## config.mk

```make
export PLATFORM = sky130hd
export DESIGN_NAME = bc_execute_unit
export DESIGN_NICKNAME = d
export VERILOG_FILES = /design/src/rtl/bc_execute_unit.sv
export SDC_FILE = /design/constraint.sdc
export NUM_CORES = 1
export LEC_CHECK = 0
export ABC_AREA = 1
export CAP_MARGIN = 40
export CORE_MARGIN = 1
export CORE_UTILIZATION = 40
export CTS_CLUSTER_SIZE = 30
export DETAILED_ROUTE_END_ITERATION = 7
export SLEW_MARGIN = 0
export SYNTH_ARGS = -nofsm -noshare
export SYNTH_HDL_FRONTEND = slang
export SYNTH_SLANG_ARGS = --single-unit
```

## constraint.sdc

```tcl
create_clock -name clock_i -period 5.3 [get_ports clock_i]
set_input_delay 1.06 -clock clock_i [delete_from_list [all_inputs] [get_ports clock_i]]
set_output_delay 1.06 -clock clock_i [all_outputs]
set_load 0.05 [all_outputs]
```

## src/rtl/bc_execute_unit.sv

```systemverilog
// bc_execute_unit: conditional-branch (B-form) execution unit.
// Buffers decoded bc instructions in a small FIFO, resolves BO/BI against the
// condition register and the internal CTR, updates CTR/LR and emits a registered
// branch-resolution record to the fetch redirect logic.
//
// Ports:
//   clock_i, resetn_i                  clock, async active-low reset
//   enable_i, opcode_i, ready_o        decoder handshake (only bcOpcode accepted)
//   instructionAddress_i, instMajId_i,
//   instPid_i, instTid_i, is64Bit_i,
//   instructionBody_i                  decoded instruction fields
//   crBits_i                           condition register, bit 0 (MSB) = CR32
//   stall_i, flush_i                   downstream back-pressure / discard
//   sprWrite_i, sprSel_i, sprData_i    mtspr to CTR (sel 0) or LR (sel 1)
//   idle_o                             nothing queued, no valid output
//   branchValid_o, branchTaken_o,
//   branchTarget_o, nextAddress_o,
//   majId_o, pid_o, tid_o              resolution record
//   ctr_o, lr_o                        architected CTR / LR
module bc_execute_unit #(
    parameter int unsigned addressWidth            = 64,
    parameter int unsigned opcodeSize              = 12,
    parameter int unsigned instructionCounterWidth = 64,
    parameter int unsigned PidSize                 = 20,
    parameter int unsigned TidSize                 = 16,
    parameter int unsigned bodyWidth               = 28,
    parameter int unsigned bcOpcode                = 24,
    parameter int unsigned queueDepth              = 2
) (
    input  logic                               clock_i,
    input  logic                               resetn_i,
    input  logic                               enable_i,
    input  logic [opcodeSize-1:0]              opcode_i,
    input  logic [addressWidth-1:0]            instructionAddress_i,
    input  logic [instructionCounterWidth-1:0] instMajId_i,
    input  logic [PidSize-1:0]                 instPid_i,
    input  logic [TidSize-1:0]                 instTid_i,
    input  logic                               is64Bit_i,
    input  logic [bodyWidth-1:0]               instructionBody_i,
    output logic                               ready_o,
    input  logic [31:0]                        crBits_i,
    input  logic                               stall_i,
    input  logic                               flush_i,
    input  logic                               sprWrite_i,
    input  logic                               sprSel_i,
    input  logic [addressWidth-1:0]            sprData_i,
    output logic                               idle_o,
    output logic                               branchValid_o,
    output logic                               branchTaken_o,
    output logic [addressWidth-1:0]            branchTarget_o,
    output logic [addressWidth-1:0]            nextAddress_o,
    output logic [instructionCounterWidth-1:0] majId_o,
    output logic [PidSize-1:0]                 pid_o,
    output logic [TidSize-1:0]                 tid_o,
    output logic [addressWidth-1:0]            ctr_o,
    output logic [addressWidth-1:0]            lr_o
);

    localparam int unsigned PtrW = (queueDepth > 1) ? $clog2(queueDepth) : 1;
    localparam int unsigned CntW = $clog2(queueDepth + 1);
    localparam int unsigned HiW  = addressWidth - 32;

    typedef struct packed {
        logic [addressWidth-1:0]            cia;
        logic [instructionCounterWidth-1:0] maj_id;
        logic [PidSize-1:0]                 pid;
        logic [TidSize-1:0]                 tid;
        logic                               is64;
        logic [bodyWidth-1:0]               body;
    } entry_t;

    entry_t                      mem_q [queueDepth];
    entry_t                      mem_d [queueDepth];
    logic [PtrW-1:0]             rd_ptr_q, rd_ptr_d, wr_ptr_q, wr_ptr_d;
    logic [CntW-1:0]             cnt_q, cnt_d;
    logic                        valid_q, valid_d, taken_q, taken_d;
    logic [addressWidth-1:0]     target_q, target_d, next_q, next_d;
    logic [addressWidth-1:0]     ctr_q, ctr_d, lr_q, lr_d;
    logic [instructionCounterWidth-1:0] maj_q, maj_d;
    logic [PidSize-1:0]          pid_q, pid_d;
    logic [TidSize-1:0]          tid_q, tid_d;

    entry_t                  head;
    logic [4:0]              bo, bi;
    logic [15:0]             bd;
    logic                    aa, lk;
    logic [addressWidth-1:0] ctr_new, ctr_m, exts_bd, tgt_raw, tgt, cia4, lr_link;
    logic                    ctr_ok, cond_ok, taken;
    logic                    do_enq, do_exec, out_free, spr_wr;

    assign ready_o = (cnt_q != CntW'(queueDepth));
    assign idle_o  = (cnt_q == '0) && !valid_q;

    // Field decode of the head entry. BO bits are numbered MSB-first, so
    // architected BO[k] is bo[4-k].
    always_comb begin
        head    = mem_q[rd_ptr_q];
        bo      = head.body[bodyWidth-1 -: 5];
        bi      = head.body[bodyWidth-6 -: 5];
        bd      = head.body[bodyWidth-11 -: 16];
        aa      = head.body[1];
        lk      = head.body[0];
        ctr_new = bo[2] ? ctr_q : (ctr_q - addressWidth'(1));
        ctr_m   = head.is64 ? ctr_new : {{HiW{1'b0}}, ctr_new[31:0]};
        ctr_ok  = bo[2] | ((ctr_m != '0) ^ bo[1]);
        cond_ok = bo[4] | (crBits_i[5'd31 - bi] == bo[3]);
        taken   = ctr_ok & cond_ok;
        exts_bd = {{(addressWidth-16){bd[15]}}, bd};
        tgt_raw = aa ? exts_bd : (head.cia + exts_bd);
        tgt     = head.is64 ? tgt_raw : {{HiW{1'b0}}, tgt_raw[31:0]};
        cia4    = head.cia + addressWidth'(4);
        lr_link = head.is64 ? cia4 : {{HiW{1'b0}}, cia4[31:0]};
    end

    assign out_free = !valid_q || !stall_i;
    assign do_exec  = (cnt_q != '0) && out_free && !flush_i;
    assign do_enq   = enable_i && (opcode_i == opcodeSize'(bcOpcode)) && ready_o && !flush_i;
    // Only legal when idle, so it can never race an executing entry.
    assign spr_wr   = sprWrite_i && idle_o;

    always_comb begin
        mem_d    = mem_q;
        rd_ptr_d = rd_ptr_q;
        wr_ptr_d = wr_ptr_q;
        cnt_d    = cnt_q;
        valid_d  = valid_q;
        taken_d  = taken_q;
        target_d = target_q;
        next_d   = next_q;
        maj_d    = maj_q;
        pid_d    = pid_q;
        tid_d    = tid_q;
        ctr_d    = ctr_q;
        lr_d     = lr_q;

        if (do_enq) begin
            mem_d[wr_ptr_q] = '{cia: instructionAddress_i, maj_id: instMajId_i, pid: instPid_i,
                                tid: instTid_i, is64: is64Bit_i, body: instructionBody_i};
            wr_ptr_d = (wr_ptr_q == PtrW'(queueDepth - 1)) ? '0 : wr_ptr_q + PtrW'(1);
            cnt_d    = cnt_d + CntW'(1);
        end

        if (!stall_i) valid_d = 1'b0;

        if (do_exec) begin
            rd_ptr_d = (rd_ptr_q == PtrW'(queueDepth - 1)) ? '0 : rd_ptr_q + PtrW'(1);
            cnt_d    = cnt_d - CntW'(1);
            valid_d  = 1'b1;
            taken_d  = taken;
            target_d = tgt;
            next_d   = taken ? tgt : cia4;
            maj_d    = head.maj_id;
            pid_d    = head.pid;
            tid_d    = head.tid;
            ctr_d    = ctr_new;
            if (lk) lr_d = lr_link;
        end

        if (spr_wr) begin
            if (sprSel_i) lr_d  = sprData_i;
            else          ctr_d = sprData_i;
        end

        if (flush_i) begin
            cnt_d   = '0;
            valid_d = 1'b0;
        end
    end

    always_ff @(posedge clock_i or negedge resetn_i) begin
        if (!resetn_i) begin
            for (int i = 0; i < int'(queueDepth); i++) mem_q[i] <= '0;
            rd_ptr_q <= '0;
            wr_ptr_q <= '0;
            cnt_q    <= '0;
            valid_q  <= 1'b0;
            taken_q  <= 1'b0;
            target_q <= '0;
            next_q   <= '0;
            maj_q    <= '0;
            pid_q    <= '0;
            tid_q    <= '0;
            ctr_q    <= '0;
            lr_q     <= '0;
        end else begin
            mem_q    <= mem_d;
            rd_ptr_q <= rd_ptr_d;
            wr_ptr_q <= wr_ptr_d;
            cnt_q    <= cnt_d;
            valid_q  <= valid_d;
            taken_q  <= taken_d;
            target_q <= target_d;
            next_q   <= next_d;
            maj_q    <= maj_d;
            pid_q    <= pid_d;
            tid_q    <= tid_d;
            ctr_q    <= ctr_d;
            lr_q     <= lr_d;
        end
    end

    assign branchValid_o  = valid_q;
    assign branchTaken_o  = taken_q;
    assign branchTarget_o = target_q;
    assign nextAddress_o  = next_q;
    assign majId_o        = maj_q;
    assign pid_o          = pid_q;
    assign tid_o          = tid_q;
    assign ctr_o          = ctr_q;
    assign lr_o           = lr_q;

endmodule

```

# == Word-level counts from Yosys, hierarchy flattened ==
# Cells that the tools add are included.
# word_totals
regBits,748
input_bits,308
output_inout_bits,360
wordCells,90
# op_classes
n_addsub,8
order_cmp,4
n_eq_ne,4
muxes,29
bitwise,6
n_reduce_logical,15
# op_table
cell,count
two-way mux 64 bit,13
two-way mux 193 bit,4
bitwise mux 386 bit,1
demux 193 bit (select 1 bit),1
"adder 64 x 3 -> 64 bit, second input constant",1
adder 64 bit,1
nonzero test 64 bit,1
"subtractor 64 x 1 -> 64 bit, second input constant",1
"== test 12 x 5 -> 1 bit, second input constant",1
logical AND 1 bit,8
"less-than comparator 5 x 6 -> 1 bit, second input constant",1
two-way mux 1 bit,6
two-way mux 2 bit,3
binary-select mux 1 bit (select 5 bit),1
"subtractor 5 bit, first input constant",1
"greater-or-equal comparator 2 bit, second input constant",2
NOT 1 -> 2 bit,2
logical NOT 1 bit,3
"inequality test 3 x 1 -> 1 bit, second input constant",1
"adder 1 bit, second input constant",2
"adder 2 x 1 -> 2 bit, second input constant",1
logical NOT 2 bit,1
"less-than comparator 2 x 1 -> 1 bit, second input constant",1
"inequality test 2 bit, second input constant",1
other kinds (7),8

# == Logic depth before layout (Yosys ltp) ==
# Gate-level depths: netlist (run 1).
# logic_depth
depth_word,11
mapped_depth,28
mapped_depth_nobuf,23

# == Least setup slack after synthesis (run 1) ==
# OpenSTA, ideal clock, no wires.
# synth_timing
kind,flip-flop to flip-flop
startpoint,register rd_ptr_q
endpoint,"register next_q[62], in the netlist nextAddress_o[62]"
setup_ns,0.118
arrival_ns,4.039
slack_ns,1.143
path_stages_with_launch,28
n_path_buf,6
synth_period_minus_slack_ns,4.157
cell_sequence,dfrtp_1 -> buf_6 -> buf_2 -> clkbuf_1 -> buf_2 -> clkbuf_1 -> clkbuf_1 -> nand2_1 -> nand2_1 -> ha_1 -> inv_1 -> fa_1 -> o21ai_0 -> inv_1 -> o21ai_0 -> inv_1 -> o21ai_0 -> nand2_1 -> nand2_1 -> nand2_1 -> nand2_1 -> nand2_1 -> nand3_1 -> nand3_1 -> nand2_1 -> nand3_1 -> nand3_1 -> nand2_1
# synth_via
elab_chain_len,11
word_cells_on_any_way,20
# synth_rtl
item,line,source
from (decl),74,"logic [PtrW-1:0] rd_ptr_q, rd_ptr_d, wr_ptr_q, wr_ptr_d;"
from (signal assigned),187,rd_ptr_q <= rd_ptr_d;
NOT 1 -> 2 bit (implied by the code) (*),97,head = mem_q[rd_ptr_q];
two-way mux 193 bit (implied by the code) (*) (3 in a row),97,
subtractor 5 bit or two-way mux 64 bit (tied branches),"106, 103",
binary-select mux 1 bit (select 5 bit) or two-way mux 64 bit (tied branches),"106, 104",
two-way mux 1 bit (implied by the code) or nonzero test 64 bit (tied branches),"106, 105",
== test 1 bit or XOR 1 bit (tied branches),"106, 105",
OR 1 bit (on tied branches),"106, 105",
bitwise AND 1 bit,107,taken = ctr_ok & cond_ok;
two-way mux 64 bit (*),151,next_d = taken ? tgt : cia4;
to (signal assigned),193,next_q <= next_d;
to (decl),77,"logic [addressWidth-1:0] target_q, target_d, next_q, next_d;"
# Every way passes the cells marked *; elsewhere a longest branch is shown, timed or not. The select of a mux whose other input is x is not followed.
# A chain may end at the register's enable or synchronous reset.

# == Final worst setup path (run 1) ==
# layout_timing
startpoint,register rd_ptr_q
endpoint,"register next_q[59], in the netlist nextAddress_o[59]"
# The elaborated chain is that of the path after synthesis.

==> out/results.ini, run 1 <==
[sta]
min_period_ns=4.698
worst_slew_pin_slew_ns=1.054
setup_tns_ns=0
fin_crit_sh_pct=88.65
holdWs_ns=0.3782
finalWorstSetupSlack_ns=0.6016
finalClockSkew_ns=0.03773
fmax_ghz=0.2128
finalMaxSlewViolations=0
slew_headroom_pct=29.76
rsz0062_at_grt=false
hold_violations=0
setup_viol=0

[route]
drt_iter0_markers=3491
drc=0
wire_per_inst_um=20.52
finalWirelength_mm=154.7
via_per_inst=5.191
firstDrtPassIters=6
vias=39142
antenna_left=0

[cts]
cts.sinks=746
postCtsHoldBufs=0
cts_htree_levels=3
cts_resized=0
clkLatencyLatePin_ns=0.67
tritoncts=yes
cts_setup_buffers=0
cts_buffers=85
cts_buffer_depth=3
clk_pin_slew_ns=0.06
root_buffer=clkbuf_16

[global_routing]
grt_usage_pct=29.37
grt_remaining_overflow=0
grt_pass1_wl_mm=232.0
grt_pass1_vias=37625
grt_max_degree=237
grt_antenna_before_repair=30

[worst_setup_path]
reg2reg_slack_ns=0.60
cp.depth=22
crit_start=rd_ptr_q$_DFFE_PN0P_
path_buf_inv=4
r2r_end=nextAddress_o[59]$_DFFE_PN0P_
cpMostUsedCell=nand2_1
worstSetupEndpointType=flip-flop
cp_max_fo=52
worstPathCellList=inv_6 -> buf_12 -> buf_4 -> nand2_1 -> nand2_1 -> ha_1 -> a21oi_1 -> a21boi_0 -> nand2_1 -> a21oi_1 -> inv_1 -> nand2_1 -> nand2_1 -> and2_1 -> nor2_1 -> nor2_1 -> nor2_1 -> nand2_1 -> nand2_1 -> nand3_1 -> nand3_1 -> nand2_1
crit_family=simple AND/OR/NAND/NOR gates
cp-start-kind=flip-flop
reg2reg_depth=22
criticalPathCategory=flip-flop to flip-flop
worstPathArrival_ns=5.25
slowest_delay_ns=0.67
crit_path_end=nextAddress_o[59]$_DFFE_PN0P_
cpMaxStageDelayCell=dfrtp_4
critical_path_required_ns=5.85
r2r-start=rd_ptr_q$_DFFE_PN0P_

[die]
die_w_um=322.6
io_pins=668
rows=117
coreArea_um2=101900
start_util_pct=40.36
die-height_um=322.6
die_area_um2=104100

[status]
outcome=complete, no violations

[placement]
routabilityCongestion=0.9982
dp.final_hpwl_mm=117.7
portBuffers=666
pre_cts_slack_ns=0.6499

[final_layout]
drive_above_1_share_pct=5.869
syn_to_final_growth_pct=27.04
finalNetCount=6476

[yosys]
postSynthAreaPerCell_um2=7.423
synth_seq_area_share_pct=45.40
synth_cell_type_count=60
synth_fp_nets=5915
synthesis.area_um2=41120
synth_seq_cells=746
yosysWarnings=0
synthCells=5539
synth-main-ff-cell=dfrtp_1
async_flop_share_pct=100.0
synth_edf_count=0

[pwr]
vdd_drop_max_mv=0.3613
power_density_nw_per_um2=561.7
p_leak_nw=24.09
finalPower_mw=29.34

[run]
drv_cap=0

[hold_path]
hold_path_class=input pin to asynchronous set/reset pin

-- cell families after synthesis --
family	Yosys count	share of synthesized area [%]
AND/OR/NAND/NOR	2517	25.92
AO/OA/AOI/OAI	1177	15.44
buffers and inverters	916	8.682
flip-flops	746	45.40
XOR/XNOR	111	2.364
adder cells (fa/ha/maj)	68	2.088
multiplexers	4	0.09738
-- through the flow --
stage / cell area, um^2 / std cells / utilization, %
floorplan: 41120 / 5539 / -
global placement: 49150 / 7371 / 48.24
detailed placement: 49240 / 7381 / 48.33
CTS: 52220 / 7536 / 51.25
global route: 52230 / 7538 / 51.26
finish: 52230 / 7541 / 51.27
-- area by class of cell --
cell class | instances | area, um^2
Fill cell | 10269 | 49650
Multi-Input combinational cell | 3877 | 18920
Sequential cell | 746 | 18670
Timing Repair Buffer | 748 | 7520
Clock buffer | 122 | 2497
Inverter | 642 | 2422
Tap cell | 1368 | 1712
Clock inverter | 33 | 481.7
Antenna cell | 5 | 12.51
-- layer usage --
layer	vias up	track usage [%]	share of wire (%)
met4	46	9.415	3.0
li1	19044	-	-
met2	1238	47.89	47
met3	246	6.410	7.2
met1	18568	38.69	43
met5	-	0	0.20
-- sequential cells by signal, indices dropped and copies added (netlist names) --
register        flops
majId_o            64
tid_o              16
rd_ptr_q            1
mem_q             384
pid_o              20
ctr_o              64
wr_ptr_q            1
branchTaken_o       1
branchValid_o       1
nextAddress_o      64
branchTarget_o     64
lr_o               64
cnt_q               2
-- cell usage after synthesis (19+ instances only) --
cell type,instances,area share [%]
nor3_1,31,0.38
a21oi_1,231,2.8
o22ai_1,25,0.38
dfrtp_1,746,45
nand2_1,1452,13
clkbuf_1,228,2.1
xor2_1,76,1.6
nor2_1,525,4.8
buf_2,19,0.23
a22oi_1,44,0.80
or2_2,61,0.93
xnor2_1,35,0.75
o21ai_0,692,8.4
inv_1,635,5.8
nand4_1,83,1.3
a31oi_1,114,1.7
nand3_1,276,3.4
ha_1,67,2.0
-- worst min path at each step --
stage               cells past startpoint                           start                        endpoint
floorplan                               2          mem_q[165]$_DFFE_PN0P_          mem_q[165]$_DFFE_PN0P_
global placement                        2          mem_q[163]$_DFFE_PN0P_          mem_q[163]$_DFFE_PN0P_
detailed placement                      2  branchTarget_o[11]$_DFFE_PN0P_  branchTarget_o[11]$_DFFE_PN0P_
CTS                                     1                        resetn_i              ctr_o[4]$_DFF_PN0_
global route                            1                        resetn_i              ctr_o[4]$_DFF_PN0_
finish                                  1                        resetn_i              ctr_o[4]$_DFF_PN0_
-- worst register-to-register path, delay by kind of cell, from the launching register on --
kind            cells  cell delay (ns)
simple gates       14             1.58
buf+inv             4             1.17
compound gates      3             0.86
fa+ha+maj           1             0.30
flops               1             0.67
-- cell usage in the layout, fill, tap and decap left out, types with 83 or more instances in the layout --
cell type,instances
a21oi_1,231
a31oi_1,114
clkbuf_16,86
clkdlybuf4s50_1,665
dfrtp_1,745
inv_1,633
nand2_1,1450
nand3_1,275
nand4_1,83
nor2_1,522
o21ai_0,692
-- where the power goes --
part           leakage, nW  internal [mW]  switching (mW)
registers             9.79           6.81            1.14
logic                 12.8           4.64            10.6
clock network         1.46           3.69            2.50
total                 24.1           15.1            14.2
(Power assumes the default switching activity.)
==> run 2, diff against run 1 <==
==> constraint.sdc (replaced) <==
create_clock -name clock_i -period 5.3 [get_ports clock_i]
set_input_delay 1.59 -clock clock_i [delete_from_list [all_inputs] [get_ports clock_i]]
set_output_delay 1.59 -clock clock_i [all_outputs]
set_load 0.05 [all_outputs]
==> run 2 against run 1 <==
Global-route usage barely moved. First-iteration DRC count is 7.4% lower. Clock-buffer cell count fell by 3. Non-clock buffer count fell by 4. Setup slack improved by 0.079 ns. Maximum frequency is 1.7% higher. Clock power decreased by 4.7%. Critical path type unchanged. Via count is 0.63% higher. Clock skew down 0.0079 ns.
==> out/results.ini, run 2 (same netlist as run 1, synthesis figures left out) <==
[status]
outcome=complete, no violations

[worst_setup_path]
cp-start-kind=flip-flop
criticalPathCategory=flip-flop to flip-flop
slowest_delay_ns=0.62  ; -0.05 ns
r2r-start=rd_ptr_q$_DFFE_PN0P_
reg2reg_slack_ns=0.68  ; +0.08 ns
crit_path_end=nextAddress_o[61]$_DFFE_PN0P_
worstPathCellList=inv_6 -> buf_4 -> nand2_1 -> nand2_1 -> ha_1 -> nand2_1 -> nor2_1 -> nand2_1 -> o21ai_0 -> nand2_1 -> nand2_1 -> nand2_1 -> nand2_1 -> nand2_1 -> nand3_1 -> nand2_1 -> o21ai_0 -> nand3_1 -> nand3_1 -> nand2_1
path_buf_inv=2  ; -2
critical_path_required_ns=5.84  ; about the same
reg2reg_depth=20  ; -9.1%
worstPathArrival_ns=5.16  ; -0.09 ns
r2r_end=nextAddress_o[61]$_DFFE_PN0P_
cp_max_fo=46  ; -12%
cpMaxStageDelayCell=dfrtp_4
cpMostUsedCell=nand2_1
crit_start=rd_ptr_q$_DFFE_PN0P_
worstSetupEndpointType=flip-flop
crit_family=simple AND/OR/NAND/NOR gates
cp.depth=20  ; -9.1%

[run]
drv_cap=0  ; unchanged

[final_layout]
syn_to_final_growth_pct=26.62
drive_above_1_share_pct=5.603  ; -0.27 points
largest_reg_flops=384  ; unchanged
fin_util_pct=51.10  ; -0.17 points
fill_cells=10272  ; +0.029%
final_common_cell=nand2_1
top_register=mem_q
finalNetCount=6470  ; -0.093%
final_cell_mix=nand2_1 (1450), dfrtp_1 (745), o21ai_0 (692)
layoutNonFillerInstCount=7531  ; -0.13%

[cts]
cts.sinks=746  ; unchanged
cts_buffer_depth=3  ; unchanged
cts_htree_levels=3  ; unchanged
tritoncts=yes
cts_buffers=83  ; -2.4%
clkLatencyLatePin_ns=0.68  ; about the same
cts_resized=0  ; unchanged
cts_setup_buffers=0  ; unchanged
clk_pin_slew_ns=0.06  ; about the same
root_buffer=clkbuf_16
postCtsHoldBufs=0  ; unchanged

[global_routing]
grt_antenna_before_repair=27  ; -10%
grt_max_degree=186  ; -22%
grt_pass1_vias=37799  ; +0.46%
grt_remaining_overflow=0  ; unchanged
grt_usage_pct=29.34  ; about the same
grt_pass1_wl_mm=231.9  ; about the same

[route]
firstDrtPassIters=6  ; unchanged
drc=0  ; unchanged
finalWirelength_mm=154.7  ; about the same
vias=39389  ; +0.63%
wire_per_inst_um=20.54  ; +0.10%
via_per_inst=5.230  ; +0.76%
antenna_left=0  ; unchanged
drt_iter0_markers=3232  ; -7.4%

[die]
start_util_pct=40.36  ; unchanged
die_area_um2=104100  ; unchanged
coreArea_um2=101900  ; unchanged
die-height_um=322.6  ; unchanged
rows=117  ; unchanged
die_w_um=322.6  ; unchanged
io_pins=668  ; unchanged

[sta]
rsz0062_at_grt=false
finalWorstSetupSlack_ns=0.6801  ; +0.07854 ns
fmax_ghz=0.2165  ; +1.7%
finalClockSkew_ns=0.02987  ; -0.007858 ns
worst_slew_pin_slew_ns=1.052  ; -0.001799 ns
finalMaxSlewViolations=0  ; unchanged
setup_viol=0  ; unchanged
fin_crit_sh_pct=87.17  ; -1.5 points
hold_violations=0  ; unchanged
slew_headroom_pct=29.88  ; +0.12 points
min_period_ns=4.620  ; -0.07855 ns
setup_tns_ns=0  ; unchanged

[hold_path]
hold_path_class=flip-flop to flip-flop

[placement]
pre_cts_slack_ns=0.7211  ; +0.07121 ns
routabilityCongestion=0.9826  ; -1.6%
portBuffers=666  ; unchanged
placed_cells=7377  ; -0.054%
dp.final_hpwl_mm=117.4  ; -0.21%

[pwr]
p_leak_nw=23.99  ; -0.39%
power_density_nw_per_um2=557.9  ; -0.67%
vdd_drop_max_mv=0.3520  ; -2.6%

-- run 2: cell count changes in the layout (fill, tap and decap cells not counted), sizes merged --
cell      change
buf           -4
bufinv        -1
clkinvlp      -1
clkbuf        -3
diode         +1
clkinv        -2
-- run 2: stage by stage --
stage / cell area (um^2) / power [mW] / hold WS (ns)
global route: 52060 / 30.56 / 0.4885
floorplan: 41120 / 17.26 / 0.4455
CTS: 52050 / 29.13 / 0.4793
detailed placement: 49260 / 23.11 / 0.4651
global placement: 49250 / 23.08 / 0.4580
finish: 52060 / 29.05 / 0.4744
-- run 2: metal layers --
layer,track usage (%),share of wire (%),up-vias
li1,-,-,19045
met1,39.14,43,18704
met2,46.30,46,1333
met3,6.743,7.8,271
met4,11.02,3.7,36
met5,0,0.15,-
-- run 2: where the power goes --
| group | internal (mW) | total, mW | switching, mW |
|---|---|---|---|
| sequential | 6.81 | 7.92 | 1.11 |
| clock | 3.46 | 5.91 | 2.45 |
| combinational | 4.61 | 15.2 | 10.6 |
| total | 14.9 | 29.0 | 14.2 |
-- run 2: layout make-up --
cell class / instances / area [um^2] / area share, %
Timing Repair Buffer: 744 / 7540 / 14.48
Clock inverter: 29 / 421.7 / 0.8099
Multi-Input combinational cell: 3877 / 18920 / 36.34
Antenna cell: 6 / 15.01 / 0.02884
Sequential cell: 746 / 18670 / 35.86
Inverter: 642 / 2422 / 4.653
Tap cell: 1368 / 1712 / 3.288
Clock buffer: 119 / 2362 / 4.537
-- run 2: worst min-delay path: cells and delay by family, from the launching register on --
| family | cells | cell delay, ns |
|---|---|---|
| simple gates | 1 | 0.05 |
| compound gates | 1 | 0.05 |
| flops | 1 | 0.33 |
-- run 2: worst min path at each step --
stage	start	end	slack (ns)	depth (start not counted)
final	mem_q[152]$_DFFE_PN0P_	mem_q[152]$_DFFE_PN0P_	0.47	2
after global routing	mem_q[144]$_DFFE_PN0P_	mem_q[144]$_DFFE_PN0P_	0.49	2
after CTS	mem_q[152]$_DFFE_PN0P_	mem_q[152]$_DFFE_PN0P_	0.48	2
after detailed placement	mem_q[177]$_DFFE_PN0P_	mem_q[177]$_DFFE_PN0P_	0.47	2
after global placement	mem_q[6]$_DFFE_PN0P_	mem_q[6]$_DFFE_PN0P_	0.46	2
after floorplan	mem_q[165]$_DFFE_PN0P_	mem_q[165]$_DFFE_PN0P_	0.45	2
